$ cat src/rtl/fetch_pkg.sv
// Shared fetch-path definitions: default widths, reset PC and the queue entry layout.
// Used by fetch_queue, and intended for the pc and regwall blocks as well.
package fetch_pkg;

  localparam int unsigned FETCH_ADDR_W = 10;
  localparam int unsigned FETCH_DATA_W = 32;
  localparam int unsigned FETCH_DEPTH  = 4;

  localparam logic [FETCH_ADDR_W-1:0] FETCH_RESET_PC = '0;

  // One buffered instruction together with the word address it was fetched from.
  typedef struct packed {
    logic [FETCH_ADDR_W-1:0] pc;
    logic [FETCH_DATA_W-1:0] data;
  } fetch_entry_t;

endpackage

$ cat src/rtl/fetch_queue_sync_fifo.sv
// sync_fifo: circular buffer with count, flush, and synchronous active-high reset.
// DEPTH must be a power of two, so the pointers wrap naturally.
module sync_fifo #(
  parameter  int unsigned WIDTH = 42,
  parameter  int unsigned DEPTH = 4,
  localparam int unsigned PTR_W = $clog2(DEPTH),
  localparam int unsigned CNT_W = $clog2(DEPTH + 1)
) (
  input  logic             clk,
  input  logic             rst,
  input  logic             i_flush,
  input  logic             i_push,
  input  logic [WIDTH-1:0] i_wdata,
  input  logic             i_pop,
  output logic [WIDTH-1:0] o_rdata,
  output logic [CNT_W-1:0] o_count
);

  logic [WIDTH-1:0] r_mem [DEPTH];
  logic [PTR_W-1:0] r_wr_ptr;
  logic [PTR_W-1:0] r_rd_ptr;
  logic [CNT_W-1:0] r_count;

  // Storage, pointers and occupancy; flush empties the buffer but keeps stale data.
  always_ff @(posedge clk) begin
    if (rst) begin
      // NOTE: storage is cleared on reset because the head entry is visible on
      // the outputs even when empty, and it must read as zero after reset.
      for (int i = 0; i < DEPTH; i++) r_mem[i] <= '0;
      r_wr_ptr <= '0;
      r_rd_ptr <= '0;
      r_count  <= '0;
    end else if (i_flush) begin
      r_wr_ptr <= '0;
      r_rd_ptr <= '0;
      r_count  <= '0;
    end else begin
      // NOTE: non-blocking assignments keep every register sampling the
      // pre-edge values, independent of statement order.
      if (i_push) begin
        r_mem[r_wr_ptr] <= i_wdata;
        r_wr_ptr        <= r_wr_ptr + PTR_W'(1);
      end
      if (i_pop) r_rd_ptr <= r_rd_ptr + PTR_W'(1);
      case ({i_push, i_pop})
        2'b10:   r_count <= r_count + CNT_W'(1);
        2'b01:   r_count <= r_count - CNT_W'(1);
        default: r_count <= r_count;
      endcase
    end
  end

  assign o_rdata = r_mem[r_rd_ptr];
  assign o_count = r_count;

endmodule

$ cat src/rtl/fetch_queue.sv
// fetch_queue: sequential instruction prefetcher with a DEPTH-entry queue,
// valid/ready delivery to IF/ID and redirect flush.
// Optional feature macro FETCH_BYPASS_EN: forwards a response straight to the
// consumer when the queue is empty (1-cycle fetch-to-valid instead of 2).
module fetch_queue
  import fetch_pkg::*;
#(
  parameter  int unsigned       ADDR_W   = FETCH_ADDR_W,
  parameter  int unsigned       DATA_W   = FETCH_DATA_W,
  parameter  int unsigned       DEPTH    = FETCH_DEPTH,
  parameter  logic [ADDR_W-1:0] RESET_PC = ADDR_W'(FETCH_RESET_PC),
  localparam int unsigned       CNT_W    = $clog2(DEPTH + 1)
) (
  input  logic              clk,
  input  logic              rst,
  output logic              im_enable,
  output logic              im_read,
  output logic              im_write,
  output logic [ADDR_W-1:0] im_address,
  input  logic [DATA_W-1:0] im_data,
  input  logic              redirect,
  input  logic [ADDR_W-1:0] redirect_pc,
  output logic              inst_valid,
  input  logic              inst_ready,
  output logic [DATA_W-1:0] inst_data,
  output logic [ADDR_W-1:0] inst_pc,
  output logic [CNT_W-1:0]  fill_level
);

  typedef struct packed {
    logic [ADDR_W-1:0] pc;
    logic [DATA_W-1:0] data;
  } entry_t;

  logic [ADDR_W-1:0] r_fetch_pc;
  logic              r_inflight;
  logic [ADDR_W-1:0] r_inflight_pc;

  logic [CNT_W-1:0]  w_count;
  logic [CNT_W:0]    w_occupancy;
  logic              w_issue;
  logic              w_bypass;
  logic              w_head_valid;
  logic              w_push;
  logic              w_pop;
  entry_t            w_head;
  entry_t            w_resp;

  // Queued entries plus the read still in flight; issue only while both fit.
  assign w_occupancy  = {1'b0, w_count} + (CNT_W + 1)'(r_inflight);
  assign w_issue      = ~rst & ~redirect & (w_occupancy < (CNT_W + 1)'(DEPTH));
  assign w_head_valid = (w_count != '0);
  assign w_resp       = '{pc: r_inflight_pc, data: im_data};

`ifdef FETCH_BYPASS_EN
  assign w_bypass = ~rst & r_inflight & ~w_head_valid;
`else
  assign w_bypass = 1'b0;
`endif

  // A bypassed response accepted this cycle never enters storage.
  assign w_push = r_inflight & ~(w_bypass & inst_ready);
  assign w_pop  = w_head_valid & inst_ready;

  sync_fifo #(
    .WIDTH ($bits(entry_t)),
    .DEPTH (DEPTH)
  ) u_fifo (
    .clk     (clk),
    .rst     (rst),
    .i_flush (redirect),
    .i_push  (w_push),
    .i_wdata (w_resp),
    .i_pop   (w_pop),
    .o_rdata (w_head),
    .o_count (w_count)
  );

  // Fetch PC and in-flight tracking; redirect drops any pending response.
  always_ff @(posedge clk) begin
    if (rst) begin
      r_fetch_pc    <= RESET_PC;
      r_inflight    <= 1'b0;
      r_inflight_pc <= '0;
    end else if (redirect) begin
      r_fetch_pc <= redirect_pc;
      r_inflight <= 1'b0;
    end else if (w_issue) begin
      r_fetch_pc    <= r_fetch_pc + ADDR_W'(1);
      r_inflight    <= 1'b1;
      r_inflight_pc <= r_fetch_pc;
    end else begin
      r_inflight <= 1'b0;
    end
  end

  // Output decode; everything is forced to its reset value while rst is high.
  always_comb begin
    // NOTE: every output gets a default first so no path can infer a latch.
    im_enable  = ~rst;
    im_write   = 1'b0;
    im_read    = w_issue;
    im_address = rst ? RESET_PC : r_fetch_pc;
    inst_valid = 1'b0;
    inst_data  = '0;
    inst_pc    = '0;
    fill_level = '0;
    if (!rst) begin
      inst_valid = w_head_valid | w_bypass;
      inst_data  = w_bypass ? im_data : w_head.data;
      inst_pc    = w_bypass ? r_inflight_pc : w_head.pc;
      fill_level = w_count;
    end
  end

endmodule

$ cat config.mk
export PLATFORM = sky130hd
export DESIGN_NAME = fetch_queue
export DESIGN_NICKNAME = d
export VERILOG_FILES = /design/src/rtl/fetch_pkg.sv /design/src/rtl/fetch_queue_sync_fifo.sv /design/src/rtl/fetch_queue.sv
export SDC_FILE = /design/constraint.sdc
export NUM_CORES = 1
export LEC_CHECK = 0
export ABC_CLOCK_PERIOD_IN_PS = 3300
export CAP_MARGIN = 20
export CORE_UTILIZATION = 56
export DETAILED_ROUTE_END_ITERATION = 12
export PLACE_DENSITY = 0.87
export SYNTH_ARGS = -nofsm -noshare
export SYNTH_HDL_FRONTEND = slang
export SYNTH_SLANG_ARGS = --single-unit
$ cat constraint.sdc
create_clock -name clk -period 3.3 [get_ports clk]
set_clock_uncertainty 0.05 [all_clocks]
set_input_delay 0.825 -clock clk [delete_from_list [all_inputs] [get_ports clk]]
set_output_delay 0.825 -clock clk [all_outputs]
set_load 0.02 [all_outputs]
==> out/qor.csv <==
stage;metric;value;unit
outcome;status;completed;
placement;placed instance area;10400;µm²
timing;final period utilization;97.7;%
run;MaxCap Viol Count;0;
synthesis;Post-synth EDFFs;168;
critical_path;worst r2r src;u_fifo.o_count[2];
synthesis;post-synth top area share;55.9;%
timing;fin. max-slew vios;0;
cts;setup bufs post-CTS;0;
cts;Worst-Skew Late Latency;0.43;ns
cts;CTS tree;built;
critical_path;Crit path top cell by count;clkdlybuf4s50_1;
power_and_ir_drop;Lkg Pwr;4.68;nW
critical_path;Worst R2R Path Depth;7;
global_route;initial antenna violation count;0;
critical_path;worst path arrival time;2.35;ns
critical_path;slowest cell on the critical path;clkdlybuf4s50_1;
synthesis;Top FF cell, synth;edfxtp_1;
critical_path;internal reg-to-reg setup slack;1.19;ns
placement;dpl hpwl;11.4;mm
floorplanning;Starting Density;57.0;%
power_and_ir_drop;Worst VDD drop;0.000418;V
synthesis;syn_nets;700;
final_layout;most frequent cells in the layout;edfxtp_1, and2_1, and3_1;
min_path;worst hold endpoint;r_inflight_pc[8];
min_path;HP Class;flip-flop to flip-flop;
cts;clock slew at the register clock pins of the worst setup and hold paths;0.07;ns
timing;Max-slew headroom;36.8;%
final_layout;fillers;1031;
final_layout;final instance area;11000;µm²
global_route;number of global-route vias before repair;5904;
timing;min cycle time layout;3.22;ns
synthesis;part of the Yosys area used for sequential elements;62.5;%
synthesis;synth warn;0;
cts;CTS Buffer Depth;2;
cts;CTS Root Cell;clkbuf_16;
cts;# hold bufs at CTS;0;
synthesis;area leader, netlist;edfxtp_1;
critical_path;cell family with most CP delay;buffers and inverters;
drt;wl on met1;7.98;mm
timing;f_max;310;MHz
critical_path;max incr delay on CP;0.60;ns
drt;WL met3;1.15;mm
drt;DR WL met2;10.6;mm
timing;RSZ-0062 raised after global routing;no;
final_layout;share of post-route cells with drive strength above 1;15.0;%
drt;drt pass-1 iters;5;
final_layout;antenna diode count;0;
timing;Final Setup Violations;0;
floorplanning;full die area;16600;µm²
critical_path;endpoint type of the worst setup path;output pin;
drt;uppermost layer routed;met4;
critical_path;worst-path fanout max;24;
critical_path;startpoint types;input port;
final_layout;Sequential cell area;5650;µm²
final_layout;Final Util;69.6;%
global_route;first-pass GRT wire length;30.2;mm
cts;Inserted Clock Buffers;17;
timing;Fin. Hold Viols;0;
cts;total number of H-tree levels;4;
synthesis;Area contributors post-synth;edfxtp_1, mux4_2, and2_1, dfxtp_1, and3_1;
critical_path;Critical Path RT;2.42;ns
placement;GP Congestion;0.828;
global_route;largest net degree at the start of global routing;44;
floorplanning;row cnt;46;
global_route;GRT Total Usage;24.9;%
timing;Worst-Margin Slew;0.945;ns
timing;Hold Slack;0.440;ns
drt;routed vias/inst;5.86;
drt;DRC errors left;0;
synthesis;synth unique cells;45;
synthesis;cells after synthesis;651;
drt;Routed wire per std cell;20.5;µm
synthesis;Synth async-reset ratio;0;%
floorplanning;chip width;129;µm
drt;drt total wl;20.1;mm
critical_path;buffer and inverter count on the worst path;4;
drt;Initial DRC Count;453;
placement;number of buffers added on ports;103;
floorplanning;IO Pins;105;
final_layout;Syn-to-layout area delta;22.1;%
critical_path;cells along the critical path;clkdlybuf4s50_1 -> inv_4 -> buf_12 -> and2_1 -> clkdlybuf4s50_1;
floorplanning;core area;15800;µm²
floorplanning;die height;129;µm
drt;DR vias;5729;
power_and_ir_drop;Cell Pwr Density;484;nW/µm²
final_layout;most common cell after layout, fill and taps aside;edfxtp_1;
global_route;total grt overflow;0;
cts;Clock Sinks;198;
critical_path;critical setup path kind;input port to output pin;
min_path;HP Start;r_fetch_pc[8];
synthesis;synthesis-stage register bit count;198;
min_path;Min-Delay Path Depth;2;
drt;Routed Antenna Nets;0;
final_layout;area occupied by multi-input gates;3070;µm²
synthesis;Avg Inst Size Synth;13.9;µm²
final_layout;Final #Nets;799;
critical_path;R2R Path End;u_fifo.o_count[2];
synthesis;cell area after synthesis;9030;µm²
[layout make-up]
cell class	count	share of cell area (%)
clock buffer	21	4.00
clock inverter	10	1.19
inverter	15	0.534
multi-input combinational	386	27.9
sequential	198	51.2
tap	216	2.45
timing repair buffer	132	12.7
[cell usage after synthesis, types with 2 or more instances]
cell type and n:
a21oi_1 17, a22oi_1 2, a31o_2 2, a31oi_1 2
a32oi_1 2, and2_1 126, and3_1 85, buf_1 3
buf_2 13, buf_6 5, clkbuf_1 18, clkbuf_2 12
dfxtp_1 30, edfxtp_1 168, ha_1 2, inv_1 14
mux4_2 42, nand2_1 37, nand3_1 3, nand3_2 2
nand4_1 2, nor2_1 16, nor2b_1 8, nor3_1 2
nor3_4 3, o21ai_0 4, o21bai_1 2, o22ai_1 3
o31a_1 4, or3_1 3, xnor2_1 3, xor2_1 3
[logic make-up after synthesis]
family	after synthesis	share of synthesized area, %
muxes	42	10.5
buffers and inverters	67	3.59
xor gates and xnor gates	6	0.582
adders and majority gates	3	0.499
other	1	0.0415
AOI/OAI and AO/OA	41	2.98
and+or+nand+nor	293	19.3
DFF	198	62.5
[per-layer routing]
layer  vias to the layer above  track usage [%]
met2                       221             44.9
li1                       2586                -
met5                         -                0
met1                      2892             29.4
met4                         0             9.27
met3                        30             5.07
[worst register-to-register path, stage by stage (launching register included)]
cell and delay, ns:
dfxtp_1 0.47, o31a_1 0.25, ha_1 0.22, inv_1 0.06, fa_1 0.37, xor2_1 0.16
or3_1 0.32, a21oi_1 0.15
[metrics by stage]
step / power [mW] / setup TNS (ns) / cells / setup slack [ns]
floorplan: 3.13 / 0 / 651 / 0.334
global placement: 3.34 / -0.0297 / 946 / -0.0118
detailed placement: 3.36 / -0.517 / 946 / -0.0670
CTS: 5.34 / 0 / 977 / 0.00332
global route: 5.47 / 0 / 978 / 0.00159
finish: 5.34 / 0 / 978 / 0.0757
[flip-flops by register name, indices dropped and copies added (netlist names), named ones only]
| register | cells |
|---|---|
| u_fifo.r_wr_ptr | 2 |
| u_fifo.r_rd_ptr | 2 |
| r_fetch_pc | 10 |
| r_inflight_pc | 10 |
| r_inflight | 1 |
| u_fifo.o_count | 3 |
| u_fifo.r_mem | 168 |
[how the worst max path moves through the flow]
stage	start	to	cells after the start
finish	rst	inst_data[2]	5
global route	rst	inst_data[13]	5
CTS	flip-flop	inst_data[2]	4
detailed placement	rst	inst_pc[7]	5
global placement	rst	inst_data[30]	5
floorplan	redirect	u_fifo.r_mem[3][0]	6
[power by group]
group	leakage (nW)	internal, mW	switching (mW)
sequential	1.98	2.81	0.0455
clock	0.272	1.18	0.860
combinational	2.43	0.204	0.240
total	4.68	4.19	1.15
[timing repair]
action                     4_1_cts  5_1_grt
gates resized for setup         24       26
gates cloned                     0        1
setup endpoints to repair       28       28
pin swaps                        0        0
(Power assumes the default switching activity.)
